==> src/rtl/hazard_pkg.sv <==
// Shared types and constants for the pipeline hazard controller.
// Optional performance counters are enabled with the HAZ_PERF_CNT_EN macro.
package hazard_pkg;

    typedef enum logic {
        IDLE = 1'b0,
        BUSY = 1'b1
    } hz_state_t;

    localparam int unsigned MD_LATENCY_DEF = 4;
    localparam int unsigned PERF_CNT_W     = 32;
    localparam int unsigned MD_CNT_W       = 4;

endpackage

==> src/rtl/hazard_perf_counters.sv <==
// Saturating hazard event counters; present only when HAZ_PERF_CNT_EN is defined.
module hazard_perf_counters
    import hazard_pkg::*;
(
    input  logic                  clk,
    input  logic                  reset,
    input  logic                  load_use_evt,
    input  logic                  md_stall_evt,
    input  logic                  flush_evt,
    output logic [PERF_CNT_W-1:0] load_use_cnt,
    output logic [PERF_CNT_W-1:0] md_stall_cnt,
    output logic [PERF_CNT_W-1:0] flush_cnt
);

    always_ff @(posedge clk) begin
        if (reset) begin
            load_use_cnt <= '0;
            md_stall_cnt <= '0;
            flush_cnt    <= '0;
        end else begin
            // each counter sticks at all-ones instead of wrapping
            if (load_use_evt && (load_use_cnt != '1))
                load_use_cnt <= load_use_cnt + 1'b1;
            if (md_stall_evt && (md_stall_cnt != '1))
                md_stall_cnt <= md_stall_cnt + 1'b1;
            if (flush_evt && (flush_cnt != '1))
                flush_cnt <= flush_cnt + 1'b1;
        end
    end

endmodule

==> src/rtl/pipe_hazard_ctrl.sv <==
// Pipeline hazard controller: load-use stalls, branch flushes, multi-cycle mul/div EX occupancy.
// Defining HAZ_PERF_CNT_EN adds the LoadUseCnt/MdStallCnt/FlushCnt performance outputs.
module pipe_hazard_ctrl
    import hazard_pkg::*;
#(
    parameter int unsigned MD_LATENCY = MD_LATENCY_DEF
) (
    input  logic                  clk,
    input  logic                  reset,
    input  logic [4:0]            Rs1D,
    input  logic [4:0]            Rs2D,
    input  logic [4:0]            RdE,
    input  logic                  ResultSrcE0,
    input  logic                  PCSrcE,
    input  logic                  MdStartE,
    output logic                  StallF,
    output logic                  StallD,
    output logic                  StallE,
    output logic                  FlushD,
    output logic                  FlushE,
    output logic                  FlushM,
    output logic                  MdBusy,
    output logic                  MdDoneE
`ifdef HAZ_PERF_CNT_EN
    ,
    output logic [PERF_CNT_W-1:0] LoadUseCnt,
    output logic [PERF_CNT_W-1:0] MdStallCnt,
    output logic [PERF_CNT_W-1:0] FlushCnt
`endif
);

    // The start cycle counts as one EX cycle and the done cycle as another.
    localparam logic [MD_CNT_W-1:0] CNT_LOAD = MD_CNT_W'(MD_LATENCY - 2);

    hz_state_t           state;
    hz_state_t           state_nxt;
    logic [MD_CNT_W-1:0] cnt;
    logic [MD_CNT_W-1:0] cnt_nxt;
    logic                load_use;
    logic                md_start;

    assign load_use = ResultSrcE0 && (RdE != '0) && ((RdE == Rs1D) || (RdE == Rs2D));
    // A taken branch kills the EX instruction, so it cannot start a mul/div.
    assign md_start = MdStartE && !PCSrcE;

    always_ff @(posedge clk) begin
        if (reset) begin
            state <= IDLE;
            cnt   <= '0;
        end else begin
            state <= state_nxt;
            cnt   <= cnt_nxt;
        end
    end

    always_comb begin
        state_nxt = state;
        cnt_nxt   = cnt;
        unique case (state)
            IDLE: begin
                if (md_start) begin
                    state_nxt = BUSY;
                    cnt_nxt   = CNT_LOAD;
                end
            end
            BUSY: begin
                if (cnt != '0)
                    cnt_nxt = cnt - 1'b1;
                else
                    state_nxt = IDLE;
            end
            default: begin
                state_nxt = IDLE;
                cnt_nxt   = '0;
            end
        endcase
    end

    always_comb begin
        StallF  = 1'b0;
        StallD  = 1'b0;
        StallE  = 1'b0;
        FlushD  = 1'b0;
        FlushE  = 1'b0;
        FlushM  = 1'b0;
        MdBusy  = 1'b0;
        MdDoneE = 1'b0;
        if (!reset) begin
            unique case (state)
                IDLE: begin
                    FlushD = PCSrcE;
                    // the mul/div being started must never be bubbled out of EX
                    FlushE = PCSrcE || (load_use && !md_start);
                    StallF = load_use || md_start;
                    StallD = load_use || md_start;
                    StallE = md_start;
                    FlushM = md_start;
                end
                BUSY: begin
                    MdBusy = 1'b1;
                    if (cnt != '0) begin
                        StallF = 1'b1;
                        StallD = 1'b1;
                        StallE = 1'b1;
                        FlushM = 1'b1;
                    end else begin
                        MdDoneE = 1'b1;
                    end
                end
                default: ;
            endcase
        end
    end

`ifdef HAZ_PERF_CNT_EN
    logic load_use_evt;
    logic md_stall_evt;
    logic flush_evt;

    // StallD without StallE only arises from a load-use hazard in IDLE.
    assign load_use_evt = StallD && !StallE;
    assign md_stall_evt = StallE;
    assign flush_evt    = FlushD;

    hazard_perf_counters u_perf (
        .clk          (clk),
        .reset        (reset),
        .load_use_evt (load_use_evt),
        .md_stall_evt (md_stall_evt),
        .flush_evt    (flush_evt),
        .load_use_cnt (LoadUseCnt),
        .md_stall_cnt (MdStallCnt),
        .flush_cnt    (FlushCnt)
    );
`endif

endmodule

==> config.mk <==
export PLATFORM = sky130hd
export DESIGN_NAME = pipe_hazard_ctrl
export DESIGN_NICKNAME = d
export VERILOG_FILES = /design/src/rtl/hazard_pkg.sv /design/src/rtl/hazard_perf_counters.sv /design/src/rtl/pipe_hazard_ctrl.sv
export SDC_FILE = /design/constraint.sdc
export NUM_CORES = 1
export LEC_CHECK = 0
export ABC_AREA = 1
export CORE_UTILIZATION = 37
export CTS_BUF_LIST = sky130_fd_sc_hd__clkbuf_2 sky130_fd_sc_hd__clkbuf_4 sky130_fd_sc_hd__clkbuf_8
export CTS_CLUSTER_SIZE = 10
export DETAILED_ROUTE_END_ITERATION = 8
export PLACE_DENSITY = 0.81
export SLEW_MARGIN = 10
export SYNTH_ARGS = -nofsm -noshare
export SYNTH_HDL_FRONTEND = slang
export SYNTH_SLANG_ARGS = --single-unit
==> constraint.sdc <==
create_clock -name clk -period 1.3 [get_ports clk]
set_input_delay 0.195 -clock clk [delete_from_list [all_inputs] [get_ports clk]]
set_output_delay 0.195 -clock clk [all_outputs]
set_load 0.02 [all_outputs]
# == After elaboration in Yosys (flattened, before gate mapping) ==
# Index checks and enable logic that the tools add are counted.
# totals
word_cells,39
regBits,5
output_inout_bits,8
input_bits,20
# classes
n_reduce_logical,12
add_sub_neg,1
n_bitwise,1
mux,19
eq_ne,4
# ops
cell,n
$mux 1,13
$eq 5x5->1,2
$mux 4,2
$pmux 4 s2,1
$pmux 1 s2,3
$reduce_bool 5->1,1
$logic_and 1x1->1,4
$reduce_bool 4->1,1
$sub 4x1->4 const B,1
$logic_or 1x1->1,3
$logic_not 1->1,2
$ne 2x1->1 const B,1
$ne 2x2->1 const B,1
$reduce_and 2->1,1
$not 1->1,1

# == Logic depth before layout (Yosys ltp) ==
# Gate-level depths: netlist of the first run.
# logic_depth
depth_word,7
ltp_mapped,9

# == Worst setup path before layout of the first run ==
# OpenSTA, ideal clock, no wires.
# synth_path
path_type,register to output
startpoint,reg cnt[0]
endpoint,out StallF
path_buffers,1
t_arrival_ns,1.584
stages_incl_launch_ff,9
slack_ns,-0.479
path_cell_list,dfxtp_1 > inv_1 > ha_1 > nand4_2 > nand2_4 > nor2_1 > inv_1 > nand2_1 > buf_4
# synth_between
elab_chain_cells,4
# synth_rtl
element,line_no,source
start: declaration,pipe_hazard_ctrl.sv:37,logic [MD_CNT_W-1:0] cnt;
start signal: assignment,pipe_hazard_ctrl.sv:52,cnt <= cnt_nxt;
$reduce_bool 4->1,pipe_hazard_ctrl.sv:101,if (cnt != '0) begin
$mux 1,-,
$pmux 1 s2,-,
$mux 1,-,
end: declaration,pipe_hazard_ctrl.sv:16,"output logic StallF,"
# No other way between the ends.

# == Final worst setup path of the first run ==
# layout_path
startpoint,reg cnt[0]
endpoint,out MdDoneE
# layout_between
elab_chain_cells,4
# layout_rtl
element,line_no,source
$reduce_bool 4->1,pipe_hazard_ctrl.sv:101,
$mux 1,pipe_hazard_ctrl.sv:101,
$mux 1,pipe_hazard_ctrl.sv:89,unique case (state)
$mux 1,pipe_hazard_ctrl.sv:88,if (!reset) begin
end: declaration,pipe_hazard_ctrl.sv:23,output logic MdDoneE
# No other way between the ends.

==> metrics.md, run 1 <==
| Metric | Value |
|---|---|
| Drt drc | 0 |
| Grt ovf | 0 |
| Rel. slew slack | 81.41% |
| DP HPWL | 1213 µm |
| RePlAce Congestion | 0.9189 |
| Overall Global Routing Usage | 21.72% |
| Setup tns final | -0.6782 ns |
| Final Core Density | 72.75% |
| Vias in the first global route | 568 |
| Clock insertion delay at the later pin of the skew report | 0.24 ns |
| Num CTS Buffers | 3 |
| Final critical-path setup slack | -0.1730 ns |
| Clk pwr share | 26.5% |
| Synth Warn # | 0 |
| Via count | 721 |
| Final setup fails | 6 |
| Largest net degree at the start of global routing | 7 |
| CP Launch Type | flip-flop |
| Sw Ratio | 35.81% |
| Cell Rows | 13 |
| Core Area | 1350 µm² |
| Fin crit period | 1.473 ns |
| Mapped Cells | 103 |
| #FFs+latches synth | 5 |
| Area after DPL | 922.1 µm² |
| CTS H-tree depth | 1 |
| Routed len/inst | 9.701 µm |
| First-pass GRT wire length | 2380 µm |
| Ratio of cells with drive above 1 in the final layout | 40.85% |
| Clock Tree Buf Depth | 2 |
| DR vias/cell | 4.592 |
| Status | finished, violations left |
| CTS Root Cell | clkbuf_4 |
| Area delta synth->final | 75.62% |
| Die X | 40.88 µm |
| Nets@finish | 165 |
| Int Pwr | 0.4813 mW |
| CTS tree | yes |
| RSZ-0062 raised after global routing | yes |
| Final worst path period share | 113.3% |
| Setup crit end kind | output port |
| Fmax achieved | 678.9 MHz |
| Critical Path AT | 1.28 ns |
| Failing checks | setup timing |
| Type of the worst setup path | reg -> out |
| Worst Max-Slew Pin Slew | 0.2767 ns |
| Slew Limit Fails | 0 |
| DRT iter0 DRCs | 14 |
| CTS Hold Bufs | 0 |
| DR pass1 iterations | 4 |
| Crit path required time | 1.11 ns |
| Crit-path max cell delay | 0.32 ns |
| Sequential share of power | 24.4% |
| P_sw | 0.2685 mW |
| Worst clock skew | 0.0002341 ns |
| R2R cell count | 10 |
| CTS sink cnt | 5 |
| Max_cap viols | 0 |
| Source of the critical timing path | cnt[0]$_SDFFE_PP0P_ |
| Crit-path cells | inv_2, ha_4, nand4_4, buf_4, nor2_2, buf_6 |
| Die H | 40.88 µm |
| Syn_area_per_cell | 5.430 µm² |
| Port Buffers | 27 |
| Final Routed Wirelength | 1523 µm |
| Crit Path Max Fanout | 3 |
| Hold WC Path Type | in -> reg |
| ANT nets after route | 0 |
| Ant diodes | 0 |
| Finished Cell Area | 982.2 µm² |
| Mapped Area | 559.3 µm² |
| Seq/Total Area, Yosys | 17.90% |
| Maximum vdd drop | 0.7376 mV |
| Clock slew at reported path FFs | 0.04 ns |
| Die ar. | 1671 µm² |
| Slowest cell on crit path | dfxtp_2 |
| HP Start | reset |
| Hold-critical path depth | 4 |
| Reg-to-reg startpoint | cnt[0]$_SDFFE_PP0P_ |
| Post-synth net total | 125 |
| Hold Vio Cnt, Final | 0 |
| I/O pin count | 28 |
| Initial antenna violation count | 0 |
| Netlist cell types | 20 |
| Tot Pwr | 0.7498 mW |
| Starting Density | 41.43% |
| Static Leak | 0.5516 nW |
| Logic pwr share | 49.2% |
| Power per Cell Area | 763.4 nW/µm² |
synth_stat cells:
| library cell | n | area share [%] |
|---|---|---|
| nand2_1 | 28 | 19 |
| inv_1 | 27 | 18 |
| nor2_1 | 12 | 8.1 |
| dfxtp_1 | 5 | 18 |
| nand3_1 | 4 | 3.6 |
| nor3_1 | 4 | 3.6 |
| a21oi_1 | 3 | 2.7 |
| o21ai_0 | 3 | 2.7 |
| buf_4 | 2 | 2.7 |
| ha_1 | 2 | 4.5 |
| inv_2 | 2 | 1.3 |
| o21ai_1 | 2 | 1.8 |
| xnor2_1 | 2 | 3.1 |
| buf_6 | 1 | 2.0 |
| nand2_2 | 1 | 1.1 |
| nand2_4 | 1 | 2.0 |
| nand4_1 | 1 | 1.1 |
| nand4_2 | 1 | 2.2 |
| nor2_2 | 1 | 1.1 |
| o21ai_2 | 1 | 1.6 |
worst max-delay path, delay by kind of cell (launching register included):
family	cells	cell delay [ns]
simple gates	2	0.21
buf+inv	3	0.37
fa+ha+maj	1	0.14
flops	1	0.32
registers in the layout, summed over array words and instances (netlist names):
signal	flops
cnt	4
state	1
power groups by stage:
| stage | clock (mW) | sequential, mW | combinational, mW |
|---|---|---|---|
| 3_3_place_gp | 0 | 0.183 | 0.334 |
| 5_1_grt | 0.220 | 0.184 | 0.412 |
| 6_report | 0.198 | 0.183 | 0.369 |
| 4_1_cts | 0.206 | 0.183 | 0.361 |
| 3_5_place_dp | 0 | 0.183 | 0.343 |
| 2_1_floorplan | 0 | 0.183 | 0.193 |
area by class of cell:
class	instances	area, µm²
multi-input combinational	66	401.6
timing repair buffer	38	316.6
inverter	29	108.9
sequential	5	106.4
fill	116	367.9
clock buffer	4	30.03
tap	15	18.77
worst paths after layout:
| check | to | slack (ns) |
|---|---|---|
| worst max-delay path | MdDoneE | -0.17 |
| worst min-delay path | cnt[1]$_SDFFE_PP0P_ | 0.55 |
| worst max register to register | cnt[3]$_SDFFE_PP0P_ | 0.06 |
| worst min register to register | cnt[1]$_SDFFE_PP0P_ | 0.57 |
layer usage:
layer  wire length [µm]  global-route usage, %  up-vias
met5                  0                      0        -
met4                  0                      0        0
met3                 72                  9.783        0
met2                798                  37.50       20
met1                652                  25.89      320
li1                   -                      -      381
metrics by stage:
stage	worst slack [ns]	hold WS (ns)	cells
after floorplan	-0.08188	0.3997	103
after global placement	-0.8387	0.5516	151
after detailed placement	-0.8884	0.5668	151
after CTS	-0.1831	0.5554	157
after global routing	-0.2338	0.5947	157
final	-0.1730	0.5479	157
cells by family (layout without fill, tap and decap cells):
group                      Yosys count  after routing  synth area share (%)
AOI/OAI and AO/OA                    9              9                 8.724
xor gates and xnor gates             2              2                 3.133
adders and majority gates            2              2                 4.474
buffers and inverters               32             71                 24.16
DFF                                  5              5                 17.90
and+or+nand+nor                     53             53                 41.61
placed cells by master (no fill, tap or decap), types with 2 or more instances in the layout:
cell type        netlist  final
nor2_1                12      9
nor2_2                 1      3
nand3_1                4      3
inv_2                  2      9
dfxtp_1                5      2
nor3_1                 4      2
inv_1                 27     20
buf_2                  0      4
clkdlybuf4s15_1        0      4
o21ai_2                1      4
nand2_1               28     27
dlygate4sd2_1          0      8
clkbuf_4               0      4
dfxtp_2                0      2
nand2_4                1      2
buf_6                  1      6
buf_4                  2     11
clkbuf_2               0      3
a21oi_1                3      2
xnor2_1                2      2
repair_timing:
action / 4_1_cts / 5_1_grt
endpoints found under the setup margin: 8 / 9
setup buffers: 2 / 1
resized for setup: 87 / 13
pin swaps: 20 / 10
Power figures use the tool's default switching activity.
==> run 2, diff against run 1 <==
--- a/config.mk
+++ b/config.mk
@@ -6,11 +6,13 @@
 export NUM_CORES = 1
 export LEC_CHECK = 0
 export ABC_AREA = 1
-export CORE_UTILIZATION = 37
+export CORE_AREA = 2 2 39 41
 export CTS_BUF_LIST = sky130_fd_sc_hd__clkbuf_2 sky130_fd_sc_hd__clkbuf_4 sky130_fd_sc_hd__clkbuf_8
 export CTS_CLUSTER_SIZE = 10
 export DETAILED_ROUTE_END_ITERATION = 8
-export PLACE_DENSITY = 0.81
+export DIE_AREA = 0 0 41 43
+export DONT_BUFFER_PORTS = 1
+export PLACE_DENSITY = 0.63
 export SLEW_MARGIN = 10
 export SYNTH_ARGS = -nofsm -noshare
 export SYNTH_HDL_FRONTEND = slang
==> run 2 against run 1 <==
Net effect:
- the flow still finishes with violations (setup timing)
- clock power grew 7%
- global-route usage shrank 5.4 points
- clock skew grew 0.0090 ns
- first-iteration DRC count shrank 50%
- flip-flop and latch count is the same
- sequential power is essentially flat
- worst hold slack lost 0.43 ns
- power shrank 13%
- core utilization shrank 20 points
- worst setup slack gained 0.013 ns
- clock-buffer cell count is the same
==> metrics.md, run 2 (synthesized netlist as in run 1, its figures left out) <==
| Metric | Value |
|---|---|
| Status | finished, violations left (unchanged) |
| Failing checks | setup timing (unchanged) |
| RePlAce Congestion | 0.7275 (was 0.9189) |
| Via count | 596 (was 721) |
| Max_cap viols | 0 (unchanged) |
| CP Launch Type | flip-flop (unchanged) |
| DR vias/cell | 4.656 (was 4.592) |
| CTS tree | yes (unchanged) |
| Routed len/inst | 10.11 µm (was 9.701 µm) |
| Final Routed Wirelength | 1294 µm (was 1523 µm) |
| Crit-path max cell delay | 0.33 ns (was 0.32 ns) |
| Die H | 43 µm (was 40.88 µm) |
| Nets@finish | 135 (was 165) |
| First-pass GRT wire length | 1952 µm (was 2380 µm) |
| Num CTS Buffers | 3 (unchanged) |
| Top reg by flops | cnt (unchanged) |
| Die X | 41 µm (was 40.88 µm) |
| Clock Tree Buf Depth | 2 (unchanged) |
| Core Area | 1384 µm² (was 1350 µm²) |
| Port Buffers | 0 (was 27) |
| Hold-critical path depth | 3 (was 4) |
| Commonest non-fill, non-tap cell in the layout | nand2_1 (unchanged) |
| Rel. slew slack | 75.03% (was 81.41%) |
| RSZ-0062 raised after global routing | yes (unchanged) |
| Final setup fails | 5 (was 6) |
| Drt drc | 0 (unchanged) |
| Top cell by count, worst path | inv_2 |
| Type of the worst setup path | reg -> out (unchanged) |
| Hold WC Path Type | in -> reg (unchanged) |
| Hold Vio Cnt, Final | 0 (unchanged) |
| Final critical-path setup slack | -0.1602 ns (was -0.1730 ns) |
| Internal reg-to-reg setup slack | 0.01 ns (was 0.06 ns) |
| Hold WS | 0.1222 ns (was 0.5479 ns) |
| I/O pin count | 28 (unchanged) |
| Initial antenna violation count | 0 (unchanged) |
| Largest net degree at the start of global routing | 10 (was 7) |
| Ratio of cells with drive above 1 in the final layout | 30.36% (was 40.85%) |
| Overall Global Routing Usage | 16.37% (was 21.72%) |
| Critical R2R Capture | cnt[3]$_SDFFE_PP0P_ (unchanged) |
| Critical Path AT | 1.27 ns (was 1.28 ns) |
| Power per Cell Area | 904.8 nW/µm² (was 763.4 nW/µm²) |
| Reg-to-reg startpoint | cnt[1]$_SDFFE_PP0P_ (was cnt[0]$_SDFFE_PP0P_) |
| Crit Path Max Fanout | 4 (was 3) |
| Critical path buffers and inverters | 2 (was 3) |
| Worst clock skew | 0.009213 ns (was 0.0002341 ns) |
| DP HPWL | 935.7 µm (was 1213 µm) |
| Max reg flops | 4 (unchanged) |
| CP delay by family, top | simple AND/OR/NAND/NOR gates (was buffers and inverters) |
| Vias in the first global route | 533 (was 568) |
| Final worst path period share | 112.3% (was 113.3%) |
| Final Core Density | 52.26% (was 72.75%) |
| Area delta synth->final | 29.31% (was 75.62%) |
| Die ar. | 1763 µm² (was 1671 µm²) |
| CTS H-tree depth | 1 (unchanged) |
| Fin crit period | 1.460 ns (was 1.473 ns) |
| ANT nets after route | 0 (unchanged) |
| Clock insertion delay at the later pin of the skew report | 0.25 ns (was 0.24 ns) |
| HP Start | reset (unchanged) |
| Setup crit end kind | output port (unchanged) |
| Worst hold endpoint | cnt[0]$_SDFFE_PP0P_ (was cnt[1]$_SDFFE_PP0P_) |
| DRT iter0 DRCs | 7 (was 14) |
| R2R cell count | 10 (unchanged) |
| Ant diodes | 0 (unchanged) |
| Fmax achieved | 684.8 MHz (was 678.9 MHz) |
| Slowest cell on crit path | dfxtp_2 (unchanged) |
| Crit-path cells | inv_2, ha_4, nand4_4, inv_2, nor2_2, nand3_2, nand2_4 (was inv_2, ha_4, nand4_4, buf_4, nor2_2, buf_6) |
| Starting Density | 40.42% (was 41.43%) |
| Clock slew at reported path FFs | 0.05 ns (was 0.04 ns) |
| CTS Root Cell | clkbuf_4 (unchanged) |
| Maximum vdd drop | 0.4293 mV (was 0.7376 mV) |
| Biggest regs | cnt x4, state x1 (unchanged) |
| Cell Rows | 14 (was 13) |
| Slew Limit Fails | 0 (unchanged) |
| Crit path required time | 1.11 ns (about the same) |
| Most frequent cells in the layout | nand2_1 (26), inv_1 (23), nor2_1 (9) (was nand2_1 (27), inv_1 (20), buf_4 (11)) |
| Static Leak | 0.4031 nW (was 0.5516 nW) |
| DR pass1 iterations | 4 (unchanged) |
| CTS sink cnt | 5 (unchanged) |
| Worst Max-Slew Pin Slew | 0.3731 ns (was 0.2767 ns) |
| Grt ovf | 0 (unchanged) |
[run 2: worst max-delay path by stage]
stage,startpoint,endpoint,slack [ns],cells after the start
global route,cnt[0]$_SDFFE_PP0P_,StallD,-0.24,7
finish,cnt[1]$_SDFFE_PP0P_,StallF,-0.16,7
global placement,cnt[1]$_SDFFE_PP0P_,StallF,0.02,7
floorplan,cnt[1]$_SDFFE_PP0P_,StallF,-0.08,8
detailed placement,cnt[1]$_SDFFE_PP0P_,StallF,0.02,7
CTS,cnt[1]$_SDFFE_PP0P_,MdDoneE,-0.17,6
[run 2: per-layer routing]
layer	global-route usage, %	part of all wire [%]
met1	17.68	39
met2	25.94	52
met3	6.283	7.3
met4	8.667	1.9
met5	0	0
[run 2: stage by stage]
step	power [mW]	worst slack, ns	setup TNS, ns	instance area (µm²)	instances
2_1_floorplan	0.3754	-0.08188	-0.08188	595.6	103
3_3_place_gp	0.3896	0.02285	0	608.1	119
3_5_place_dp	0.3937	0.01991	0	608.1	119
4_1_cts	0.6306	-0.1712	-0.7199	684.4	127
5_1_grt	0.7058	-0.2398	-1.122	723.2	128
6_report	0.6543	-0.1602	-0.7575	723.2	128
[run 2: where the power goes]
group	total, mW	leakage, nW	switching (mW)	internal, mW
logic	0.259	0.343	0.154	0.105
clock network	0.211	0.0184	0.0731	0.138
registers	0.184	0.0422	0.0124	0.172
[run 2: tightest hold or removal path, cell delays in order]
cell and delay [ns]:
inv_1 0.02, o21ai_0 0.07, a21oi_1 0.05
[run 2: layout make-up]
type / count / area [µm²]
repair buffers: 8 / 73.82
multi-input cells: 66 / 386.6
clock buffers: 4 / 30.03
inverters: 29 / 108.9
well taps: 16 / 20.02
fillers: 140 / 660.6
flip-flops and latches: 5 / 103.9
[run 2: repair_timing]
action                     CTS  global route
hold buffers                 0             1
gates cloned                 0             0
gates resized for setup      6             8
buffers inserted             4             0
hold endpoints to repair     0             1
pin swaps                    5             5
setup endpoints to repair    6             7
==> run 3, diff against run 2 <==
--- a/config.mk
+++ b/config.mk
@@ -6,14 +6,16 @@
 export NUM_CORES = 1
 export LEC_CHECK = 0
 export ABC_AREA = 1
-export CORE_AREA = 2 2 39 41
+export CELL_PAD_IN_SITES_DETAIL_PLACEMENT = 0
+export CELL_PAD_IN_SITES_GLOBAL_PLACEMENT = 1
+export CORE_UTILIZATION = 36
 export CTS_BUF_LIST = sky130_fd_sc_hd__clkbuf_2 sky130_fd_sc_hd__clkbuf_4 sky130_fd_sc_hd__clkbuf_8
 export CTS_CLUSTER_SIZE = 10
 export DETAILED_ROUTE_END_ITERATION = 8
-export DIE_AREA = 0 0 41 43
 export DONT_BUFFER_PORTS = 1
-export PLACE_DENSITY = 0.63
+export PLACE_DENSITY = 0.79
 export SLEW_MARGIN = 10
 export SYNTH_ARGS = -nofsm -noshare
 export SYNTH_HDL_FRONTEND = slang
+export SYNTH_HIERARCHICAL = 1
 export SYNTH_SLANG_ARGS = --single-unit
==> run 3 against run 2 <==
Net effect:
- the run still ends with setup timing left
- sequential power barely moved
- largest cell class unchanged
- clock power fell by 8%
- non-clock buffer count fell by 1
- largest power group unchanged
- sequential share of layout area rose by 0.62 points
- design area fell by 4.2%
- core utilization fell by 1.5 points
- clock skew fell by 0.0069 ns
==> metrics.md, run 3 <==
| Metric | Value |
|---|---|
| Status | finished, violations left (unchanged) |
| Failing checks | setup timing (unchanged) |
| Die X | 41.42 µm (was 41 µm) |
| Post-synth net total | 125 (unchanged) |
| Crit Path Max Fanout | 4 (unchanged) |
| Synth Warn # | 6 (was 0) |
| Fillcell total | 147 (was 140) |
| Top reg by flops | cnt (unchanged) |
| Grt ovf | 0 (unchanged) |
| DRT iter0 DRCs | 6 (was 7) |
| Initial antenna violation count | 0 (unchanged) |
| CTS Root Cell | clkbuf_4 (unchanged) |
| First-pass GRT wire length | 1987 µm (was 1952 µm) |
| Fin crit period | 1.409 ns (was 1.460 ns) |
| Synth Area in XOR/XNOR | 3.132% (unchanged) |
| Overall Global Routing Usage | 14.56% (was 16.37%) |
| Commonest non-fill, non-tap cell in the layout | nand2_1 (unchanged) |
| Mapped Area | 559.3 µm² (unchanged) |
| Type of the worst setup path | reg -> out (unchanged) |
| Slowest cell on crit path | dfxtp_2 (unchanged) |
| Port Buffers | 0 (unchanged) |
| Max_cap viols | 0 (unchanged) |
| Setup crit end kind | output port (unchanged) |
| Crit-path max cell delay | 0.33 ns (about the same) |
| Hold WC Path Type | in -> reg (unchanged) |
| Ant diodes | 0 (unchanged) |
| Worst clock skew | 0.002277 ns (was 0.009213 ns) |
| #FFs+latches synth | 5 (unchanged) |
| ANT nets after route | 0 (unchanged) |
| Crit-path cells | inv_2, ha_4, nand4_4, inv_2, nor2_2, nand3_2, nand2_4 (unchanged) |
| Top cell by count, worst path | inv_2 (unchanged) |
| RSZ-0062 raised after global routing | yes (unchanged) |
| Final worst path period share | 108.4% (was 112.3%) |
| Power per Cell Area | 901.0 nW/µm² (was 904.8 nW/µm²) |
| Biggest regs | cnt x4, state x1 (unchanged) |
| Critical Path AT | 1.21 ns (was 1.27 ns) |
| Share of synthesized cell area in and, or, nand and nor gates | 41.61% (unchanged) |
| Cell Rows | 13 (was 14) |
| Maximum vdd drop | 0.4931 mV (was 0.4293 mV) |
| Hold Vio Cnt, Final | 0 (unchanged) |
| Crit path required time | 1.11 ns (about the same) |
| Area delta synth->final | 23.94% (was 29.31%) |
| Rel. slew slack | 75.13% (was 75.03%) |
| Routed len/inst | 9.516 µm (was 10.11 µm) |
| Final critical-path setup slack | -0.1091 ns (was -0.1602 ns) |
| Via count | 581 (was 596) |
| DR pass1 iterations | 4 (unchanged) |
| Post-synthesis adder-cell area fraction | 4.474% (unchanged) |
| Most frequent cells in the layout | nand2_1 (26), inv_1 (23), nor2_1 (10) (was nand2_1 (26), inv_1 (23), nor2_1 (9)) |
| Syn_area_per_cell | 5.430 µm² (unchanged) |
| Starting Density | 40.93% (was 40.42%) |
| Fraction of registers with async set/reset | 0% (unchanged) |
| Setup WS pre-CTS | 0.03048 ns (was 0.01991 ns) |
| Max reg flops | 4 (unchanged) |
| Static Leak | 0.3956 nW (was 0.4031 nW) |
| Post-synthesis compound-gate area fraction | 8.725% (unchanged) |
| Slew Limit Fails | 0 (unchanged) |
| Drt drc | 0 (unchanged) |
| Seq/Total Area, Yosys | 17.90% (unchanged) |
| Most common cell in the synthesized netlist | nand2_1 (unchanged) |
| Top area cells in the synthesized netlist | nand2_1 (19%), inv_1 (18%), dfxtp_1 (18%) (unchanged) |
| CTS H-tree depth | 1 (unchanged) |
| I/O pin count | 28 (unchanged) |
| CTS tree | yes (unchanged) |
| Clock slew at reported path FFs | 0.04 ns (was 0.05 ns) |
| Largest family of logic cells by synthesized area | simple AND/OR/NAND/NOR gates (unchanged) |
| Fmax achieved | 709.7 MHz (was 684.8 MHz) |
| Num CTS Buffers | 3 (unchanged) |
| Finished Cell Area | 693.2 µm² (was 723.2 µm²) |
| Ratio of cells with drive above 1 in the final layout | 28.83% (was 30.36%) |
| CP Launch Type | flip-flop (unchanged) |
| Largest net degree at the start of global routing | 10 (unchanged) |
| Mux contribution to synthesized area | 0% (unchanged) |
| Top FF cell, synth | dfxtp_1 (unchanged) |
| CTS sink cnt | 5 (unchanged) |
| Mapped Cells | 103 (unchanged) |
| Dominant cell type by area after synthesis | nand2_1 (unchanged) |
| Area after DPL | 606.8 µm² (was 608.1 µm²) |
| Die H | 41.42 µm (was 43 µm) |
| RePlAce Congestion | 0.7675 (was 0.7275) |
| Share of the synthesized area in the top cell type | 18.79% (unchanged) |
| Clock Tree Buf Depth | 2 (unchanged) |
| Vias in the first global route | 531 (was 533) |
| Number of synthesized flops with an enable pin | 0 (unchanged) |
| Final Routed Wirelength | 1199 µm (was 1294 µm) |
| CTS Hold Bufs | 0 (unchanged) |
| Die ar. | 1715 µm² (was 1763 µm²) |
| Critical path buffers and inverters | 2 (unchanged) |
| Most frequent cells after synthesis | nand2_1 (28), inv_1 (27), nor2_1 (12) (unchanged) |
| Core Area | 1366 µm² (was 1384 µm²) |
| CP delay by family, top | simple AND/OR/NAND/NOR gates (unchanged) |
| Nets@finish | 134 (was 135) |
| DR vias/cell | 4.611 (was 4.656) |
| Final setup fails | 5 (unchanged) |
| DP HPWL | 966.6 µm (was 935.7 µm) |
| Netlist cell types | 20 (unchanged) |
| Clock insertion delay at the later pin of the skew report | 0.24 ns (was 0.25 ns) |
| Worst Max-Slew Pin Slew | 0.3717 ns (was 0.3731 ns) |
## run 3: cells by family after synthesis
| logic type | Yosys count |
|---|---|
| compound gates | 9 |
| xor+xnor | 2 |
| fa+ha+maj | 2 |
| buf+inv | 32 |
| flops | 5 |
| simple gates | 53 |
## run 3: layout make-up
type                            count  area [µm²]  area share [%]
Clock buffer                        4       30.03           4.332
Inverter                           29       108.9           15.70
Multi-Input combinational cell     66       375.4           54.15
Sequential cell                     5       103.9           14.98
Tap cell                           15       18.77           2.708
Timing Repair Buffer                7       56.30           8.123
## run 3: layer usage
metal	up-vias	global-route usage (%)	wire length (µm)
met1	240	17.46	565
met4	0	2.581	0
met3	0	6.087	91
met2	25	24.38	542
li1	316	-	-
met5	-	0	0
## run 3: metrics by stage
stage	total power, mW	std cells	hold slack [ns]	TNS [ns]	utilization (%)
3_5_place_dp	0.3952	118	0.2705	0	44.41
6_report	0.6246	126	0.01597	-0.4176	50.73
2_1_floorplan	0.3754	103	0.3997	-0.08188	-
3_3_place_gp	0.3907	118	0.2710	0	44.41
5_1_grt	0.6716	126	0.007024	-0.6911	50.73
4_1_cts	0.6222	125	0.01050	-0.5152	49.45
## run 3: worst paths after layout
path	start	slack, ns	cells after the start	to
max	cnt[1]$_SDFFE_PP0P_	-0.11	7	StallD
min	reset	0.02	1	state$_SDFF_PP0_
max reg2reg	cnt[0]$_SDFFE_PP0P_	0.07	7	cnt[1]$_SDFFE_PP0P_
min reg2reg	state$_SDFF_PP0_	0.56	2	cnt[0]$_SDFFE_PP0P_
## run 3: power breakdown
group | leakage [nW] | switching (mW) | internal, mW
Combinational | 0.335 | 0.146 | 0.0986
Sequential | 0.0422 | 0.0132 | 0.172
Clock | 0.0184 | 0.0578 | 0.136
## run 3: what timing repair did
action / CTS / global route
endpoints found under the hold margin: 0 / 0
buffers inserted: 3 / 1
setup endpoints to repair: 5 / 7
pin swaps: 6 / 2
resized for setup: 6 / 4
